==> src/rtl/gradient_engine.sv <==
// gradient_engine: 3-row Sobel gradient/magnitude/direction engine, LANES columns per clock; `GRADIENT_THRESH_EN adds thresh/edge_map.
module gradient_engine #(
  parameter int WIDTH = 16,
  parameter int PIX_W = 8,
  parameter int LANES = 2,
  parameter int MAG_W = 8,
  parameter int MAG_SHIFT = 3
) (
  input  logic                             clk,
  input  logic                             rst,
  input  logic                             row_valid,
  input  logic                             frame_start,
  input  logic [WIDTH*PIX_W-1:0]           row_in,
`ifdef GRADIENT_THRESH_EN
  input  logic [MAG_W-1:0]                 thresh,
  output logic [WIDTH-3:0]                 edge_map,
`endif
  output logic                             busy,
  output logic                             done,
  output logic [(WIDTH-2)*(PIX_W+3)-1:0]   grad_x,
  output logic [(WIDTH-2)*(PIX_W+3)-1:0]   grad_y,
  output logic [(WIDTH-2)*MAG_W-1:0]       grad_mag,
  output logic [(WIDTH-2)*2-1:0]           grad_angle
);
  localparam int OC = WIDTH - 2;
  localparam int GW = PIX_W + 3;
  localparam int NG = (OC + LANES - 1) / LANES;
  localparam int GB = NG > 1 ? $clog2(NG) : 1;
  typedef enum logic [1:0] {IDLE, COMPUTE, DONE} state_t;
  state_t state, state_n;
  logic [GB-1:0] g;
  logic accept, last;
  logic [PIX_W-1:0] r0 [WIDTH];
  logic [PIX_W-1:0] r1 [WIDTH];
  logic [PIX_W-1:0] r2 [WIDTH];
  logic [PIX_W-1:0] rin [WIDTH];
  logic [PIX_W-1:0] p [LANES][3][3];
  logic signed [GW-1:0] lx [LANES];
  logic signed [GW-1:0] ly [LANES];
  logic [MAG_W-1:0] lm [LANES];
  logic [1:0] la [LANES];
`ifdef GRADIENT_THRESH_EN
  logic [MAG_W-1:0] thr;
`endif

  function automatic logic signed [GW-1:0] ext(input logic [PIX_W-1:0] v, input logic dbl);
    return $signed(dbl ? GW'({v, 1'b0}) : GW'(v));
  endfunction

  function automatic logic [31:0] absw(input logic signed [GW-1:0] v);
    return 32'(v < 0 ? -v : v);
  endfunction

  assign accept = state == IDLE && row_valid;
  assign last = g == GB'(NG - 1);

  always_ff @(posedge clk)
    if (rst) state <= IDLE;
    else state <= state_n;

  always_comb begin
    state_n = state == IDLE ? (accept ? COMPUTE : IDLE) :
              state == COMPUTE ? (last ? DONE : COMPUTE) : IDLE;
    busy = state != IDLE;
    done = state == DONE;
  end

  always_comb
    for (int i = 0; i < WIDTH; i++) rin[i] = row_in[i*PIX_W +: PIX_W];

  // Route the current group's 3x3 windows onto the lanes
  always_comb begin
    for (int l = 0; l < LANES; l++)
      for (int k = 0; k < 3; k++)
        for (int m = 0; m < 3; m++) p[l][k][m] = '0;
    for (int j = 0; j < OC; j++)
      if (GB'(j / LANES) == g)
        for (int m = 0; m < 3; m++) begin
          p[j%LANES][0][m] = r0[j+m];
          p[j%LANES][1][m] = r1[j+m];
          p[j%LANES][2][m] = r2[j+m];
        end
  end

  always_comb
    for (int l = 0; l < LANES; l++) begin
      logic [31:0] ax, ay, s;
      lx[l] = ext(p[l][0][2], 1'b0) - ext(p[l][0][0], 1'b0) + ext(p[l][1][2], 1'b1)
            - ext(p[l][1][0], 1'b1) + ext(p[l][2][2], 1'b0) - ext(p[l][2][0], 1'b0);
      ly[l] = ext(p[l][0][0], 1'b0) + ext(p[l][0][1], 1'b1) + ext(p[l][0][2], 1'b0)
            - ext(p[l][2][0], 1'b0) - ext(p[l][2][1], 1'b1) - ext(p[l][2][2], 1'b0);
      ax = absw(lx[l]);
      ay = absw(ly[l]);
      s = (ax + ay) >> MAG_SHIFT;
      lm[l] = s > 32'((1 << MAG_W) - 1) ? '1 : MAG_W'(s);
      la[l] = (ax == 0 && ay == 0) ? 2'd0 :
              5 * ay < 2 * ax ? 2'd0 :
              2 * ay > 5 * ax ? 2'd2 :
              (lx[l][GW-1] == ly[l][GW-1] || ax == 0 || ay == 0) ? 2'd1 : 2'd3;
    end

  always_ff @(posedge clk)
    if (rst) begin
      g <= '0;
      for (int i = 0; i < WIDTH; i++) begin
        r0[i] <= '0;
        r1[i] <= '0;
        r2[i] <= '0;
      end
      grad_x <= '0;
      grad_y <= '0;
      grad_mag <= '0;
      grad_angle <= '0;
`ifdef GRADIENT_THRESH_EN
      thr <= '0;
      edge_map <= '0;
`endif
    end else begin
      if (accept) begin
        g <= '0;
        for (int i = 0; i < WIDTH; i++) begin
          r0[i] <= frame_start ? rin[i] : r1[i];
          r1[i] <= frame_start ? rin[i] : r2[i];
          r2[i] <= rin[i];
        end
`ifdef GRADIENT_THRESH_EN
        thr <= thresh;
`endif
      end
      if (state == COMPUTE) begin
        g <= g + 1'b1;
        for (int j = 0; j < OC; j++)
          if (GB'(j / LANES) == g) begin
            grad_x[j*GW +: GW] <= lx[j%LANES];
            grad_y[j*GW +: GW] <= ly[j%LANES];
            grad_mag[j*MAG_W +: MAG_W] <= lm[j%LANES];
            grad_angle[j*2 +: 2] <= la[j%LANES];
`ifdef GRADIENT_THRESH_EN
            edge_map[j] <= lm[j%LANES] > thr;
`endif
          end
      end
    end
endmodule

==> config.mk <==
export PLATFORM = sky130hd
export DESIGN_NAME = gradient_engine
export DESIGN_NICKNAME = d
export VERILOG_FILES = /design/src/rtl/gradient_engine.sv
export SDC_FILE = /design/constraint.sdc
export NUM_CORES = 2
export LEC_CHECK = 0
export BUFFER_PORTS_ARGS = -buffer_cell sky130_fd_sc_hd__buf_4
export CAP_MARGIN = 30
export CORE_AREA = 2 2 330 332
export DETAILED_ROUTE_END_ITERATION = 12
export DIE_AREA = 0 0 332 334
export GPL_TIMING_DRIVEN = 1
export PLACE_DENSITY = 0.69
export SYNTH_ARGS = -nofsm -noshare
export SYNTH_HDL_FRONTEND = slang
export SYNTH_SLANG_ARGS = --single-unit
==> constraint.sdc <==
create_clock -name clk -period 18.76 [get_ports clk]
set_input_delay 2.814 -clock clk [delete_from_list [all_inputs] [get_ports clk]]
set_output_delay 2.814 -clock clk [all_outputs]
set_load 0.05 [all_outputs]
==> flow_summary_export.csv <==
group,metric,value,unit
outcome,status,"finished clean",
floorplanning,coreArea,108000,um^2
timing,finalHoldViolCount,0,
timing,finalSetupTns,0,ns
detailed_routing,ant_nets,0,
timing,fmax,77.0,MHz
clock_network,cts_setup_buffers,0,
setup_path,cp-start-kind,"register",
finish,final_cell_mix,"nand2_1 (826), a21oi_1 (723), buf_4 (650), nor2_1 (513), dfxtp_1 (453)",
global_routing,grt.overflow.total,0,
detailed_routing,drc_errors,0,
floorplanning,dieWidth,332,um
detailed_routing,wl,176000,um
synth,yosysTopAreaCellShare,21.7,%
synth,ys_types,99,
global_routing,antenna_found_initial,2,
setup_path,cp_common_cell,"a21oi_1",
timing,fin_crit_sh,69.2,%
floorplanning,die-area,111000,um^2
synth,synth_seq_cells,837,
detailed_routing,drtIter0Drc,4445,
setup_path,crit_arrival,13.53,ns
clock_network,ctsResizeCount,0,
clock_network,holdBufCountCts,0,
placed_design,io_buffers,581,
placed_design,routabilityCongestion,0.962,
synth,synth.area.top_cells,"edfxtp_1 (22%), dfxtp_1 (17%), ha_1 (10%)",
setup_path,cp_data_required_time,19.31,ns
detailed_routing,vias,46900,
synth,syn_avg_cell_area,8.85,um^2
setup_path,worst-path-buf-inv,4,
global_routing,grt_pass1_vias,44423,
timing,relSlewSlack,23.4,%
finish,mostFrequentLayoutCell,"nand2_1",
clock_network,cts-buffers-inserted,91,
finish,finish.utilization,58.4,%
timing,finalMaxSlewViolations,0,
clock_network,path_clk_slew,0.07,ns
finish,fill_cells,9631,
synth,synth_edf_count,384,
detailed_routing,drtPass1Iterations,6,
floorplanning,fp-row-count,121,
timing,setup_viol,0,
clock_network,root_buffer,"clkbuf_16",
synth,syn_inst,6012,
timing,worst_pin_slew,1.15,ns
timing,period_needed,12.98,ns
setup_path,crit_fanout,69,
setup_path,slowest_stage,"buf_4",
timing,skew,0.0348,ns
synth,yosys_warnings,0,
finish,fin_nets,7361,
finish,syn_to_final_growth,18.4,%
global_routing,grtUsageTotal,30.8,%
clock_network,clockBufferDepth,3,
setup_path,critical_path.max_stage_delay,0.75,ns
floorplanning,io_pins,582,
setup_path,crit_family,"compound AO/OA/AOI/OAI gates",
clock_network,cts_sinks,837,
setup_path,path_class,"register to register",
synth,synth_top_flop_cell,"dfxtp_1",
global_routing,grt_max_degree,180,
synth,synthArstFlopShare,0,%
clock_network,cts_tree,"yes",
clock_network,htreeDepth,3,
detailed_routing,routedWlPerCell,21.5,um
floorplanning,start_util,49.3,%
placed_design,dp_hpwl,128000,um
job,cap_violations,0,
synth,yosys.area.top_type,"edfxtp_1",
finish,drive_gt1_share,13.8,%
synth,netlist_area,53200,um^2
timing,grt_setup_unrepaired,"no",
floorplanning,die_h,334,um
global_routing,grt_pass1_wl,265000,um
clock_network,clock_latency,0.69,ns
detailed_routing,vias_per_cell,5.74,
setup_path,cp-end-kind,"register",
worst_hold_path,hold_class,"register to register",
synth,synth_seq_area_share,38.7,%
kinds of logic after synthesis:
logic type,Yosys count,share of synthesized area [%]
adders and majority gates,547,14.4
other,2,0.0141
AOI/OAI and AO/OA,1694,20.2
and+or+nand+nor,2063,17.9
DFF,837,38.7
buffers and inverters,639,4.59
muxes,47,0.962
xor gates and xnor gates,183,3.13
registers in the layout, indices dropped and copies added, names as in the netlist:
name and cells:
grad_mag 112, grad_x 154, grad_y 154, r1 128, r0 128, grad_angle 28, r2 128, g 3
state 2
synth_stat cells (10+ instances only):
master	number
ha_1	435
nor4_1	15
mux2_2	29
o21ai_1	15
nand3b_1	10
or3_1	16
and3_1	15
fa_1	111
nand3_1	50
inv_1	257
o311ai_0	96
or2_2	13
nor2b_1	89
nand4_1	27
nor2_1	519
o21a_1	29
nor3b_1	14
buf_1	47
and2_1	93
o21ai_0	245
edfxtp_1	384
a211oi_1	196
mux2i_1	17
o211ai_1	40
a31oi_1	18
a221oi_1	100
a21oi_1	723
xor2_1	74
nor3_1	51
clkbuf_1	323
nand2b_1	289
nand2_1	833
xnor2_1	102
dfxtp_1	453
a21o_1	110
o21bai_1	18
worst paths after layout:
kind | start | to | slack (ns) | cells past startpoint
worst max-delay path | g[2] | grad_angle[23] | 5.78 | 51
worst min-delay path | grad_x[127] | grad_x[127] | 0.45 | 2
worst max register to register | g[2] | grad_angle[23] | 5.78 | 51
worst min register to register | grad_x[127] | grad_x[127] | 0.45 | 2
layer usage:
layer / vias up / routed length, um / share of wire, % / GRT usage, %
met5: - / 0 / 0 / 0
met4: 0 / 9470 / 5.4 / 15.3
met3: 380 / 10900 / 6.2 / 4.16
met2: 1640 / 83500 / 47 / 51.9
met1: 22511 / 72000 / 41 / 38.8
li1: 22369 / - / - / -
worst reg2reg max path: cells and delay by family, from the launching register on:
kind / cells / cell delay (ns)
xor gates and xnor gates: 2 / 0.27
buffers and inverters: 4 / 1.19
and+or+nand+nor: 13 / 2.87
AOI/OAI and AO/OA: 25 / 5.71
adders and majority gates: 7 / 2.31
DFF: 1 / 0.49
metrics by stage:
step	std cells	area (um^2)	hold WS [ns]	setup WS [ns]
after floorplan	6300	54300	0.511	5.76
after detailed placement	7998	59900	0.447	6.03
after global routing	8173	63000	0.467	4.82
after global placement	7982	59700	0.444	6.29
final	8174	63000	0.454	5.78
after CTS	8166	62800	0.455	5.94
area by class of cell:
class | count | area (um^2) | area share (%)
multi-input combinational | 4824 | 31400 | 49.9
antenna | 2 | 5.00 | 0.00795
sequential | 837 | 20600 | 32.7
tap | 1414 | 1770 | 2.81
clock buffer | 122 | 2550 | 4.04
inverter | 258 | 968 | 1.54
clock inverter | 46 | 403 | 0.640
timing repair buffer | 671 | 5240 | 8.33
Power is left out: the tool's default activity adds up to more than one toggle a clock period on the data nets, which glitch-free logic cannot reach.
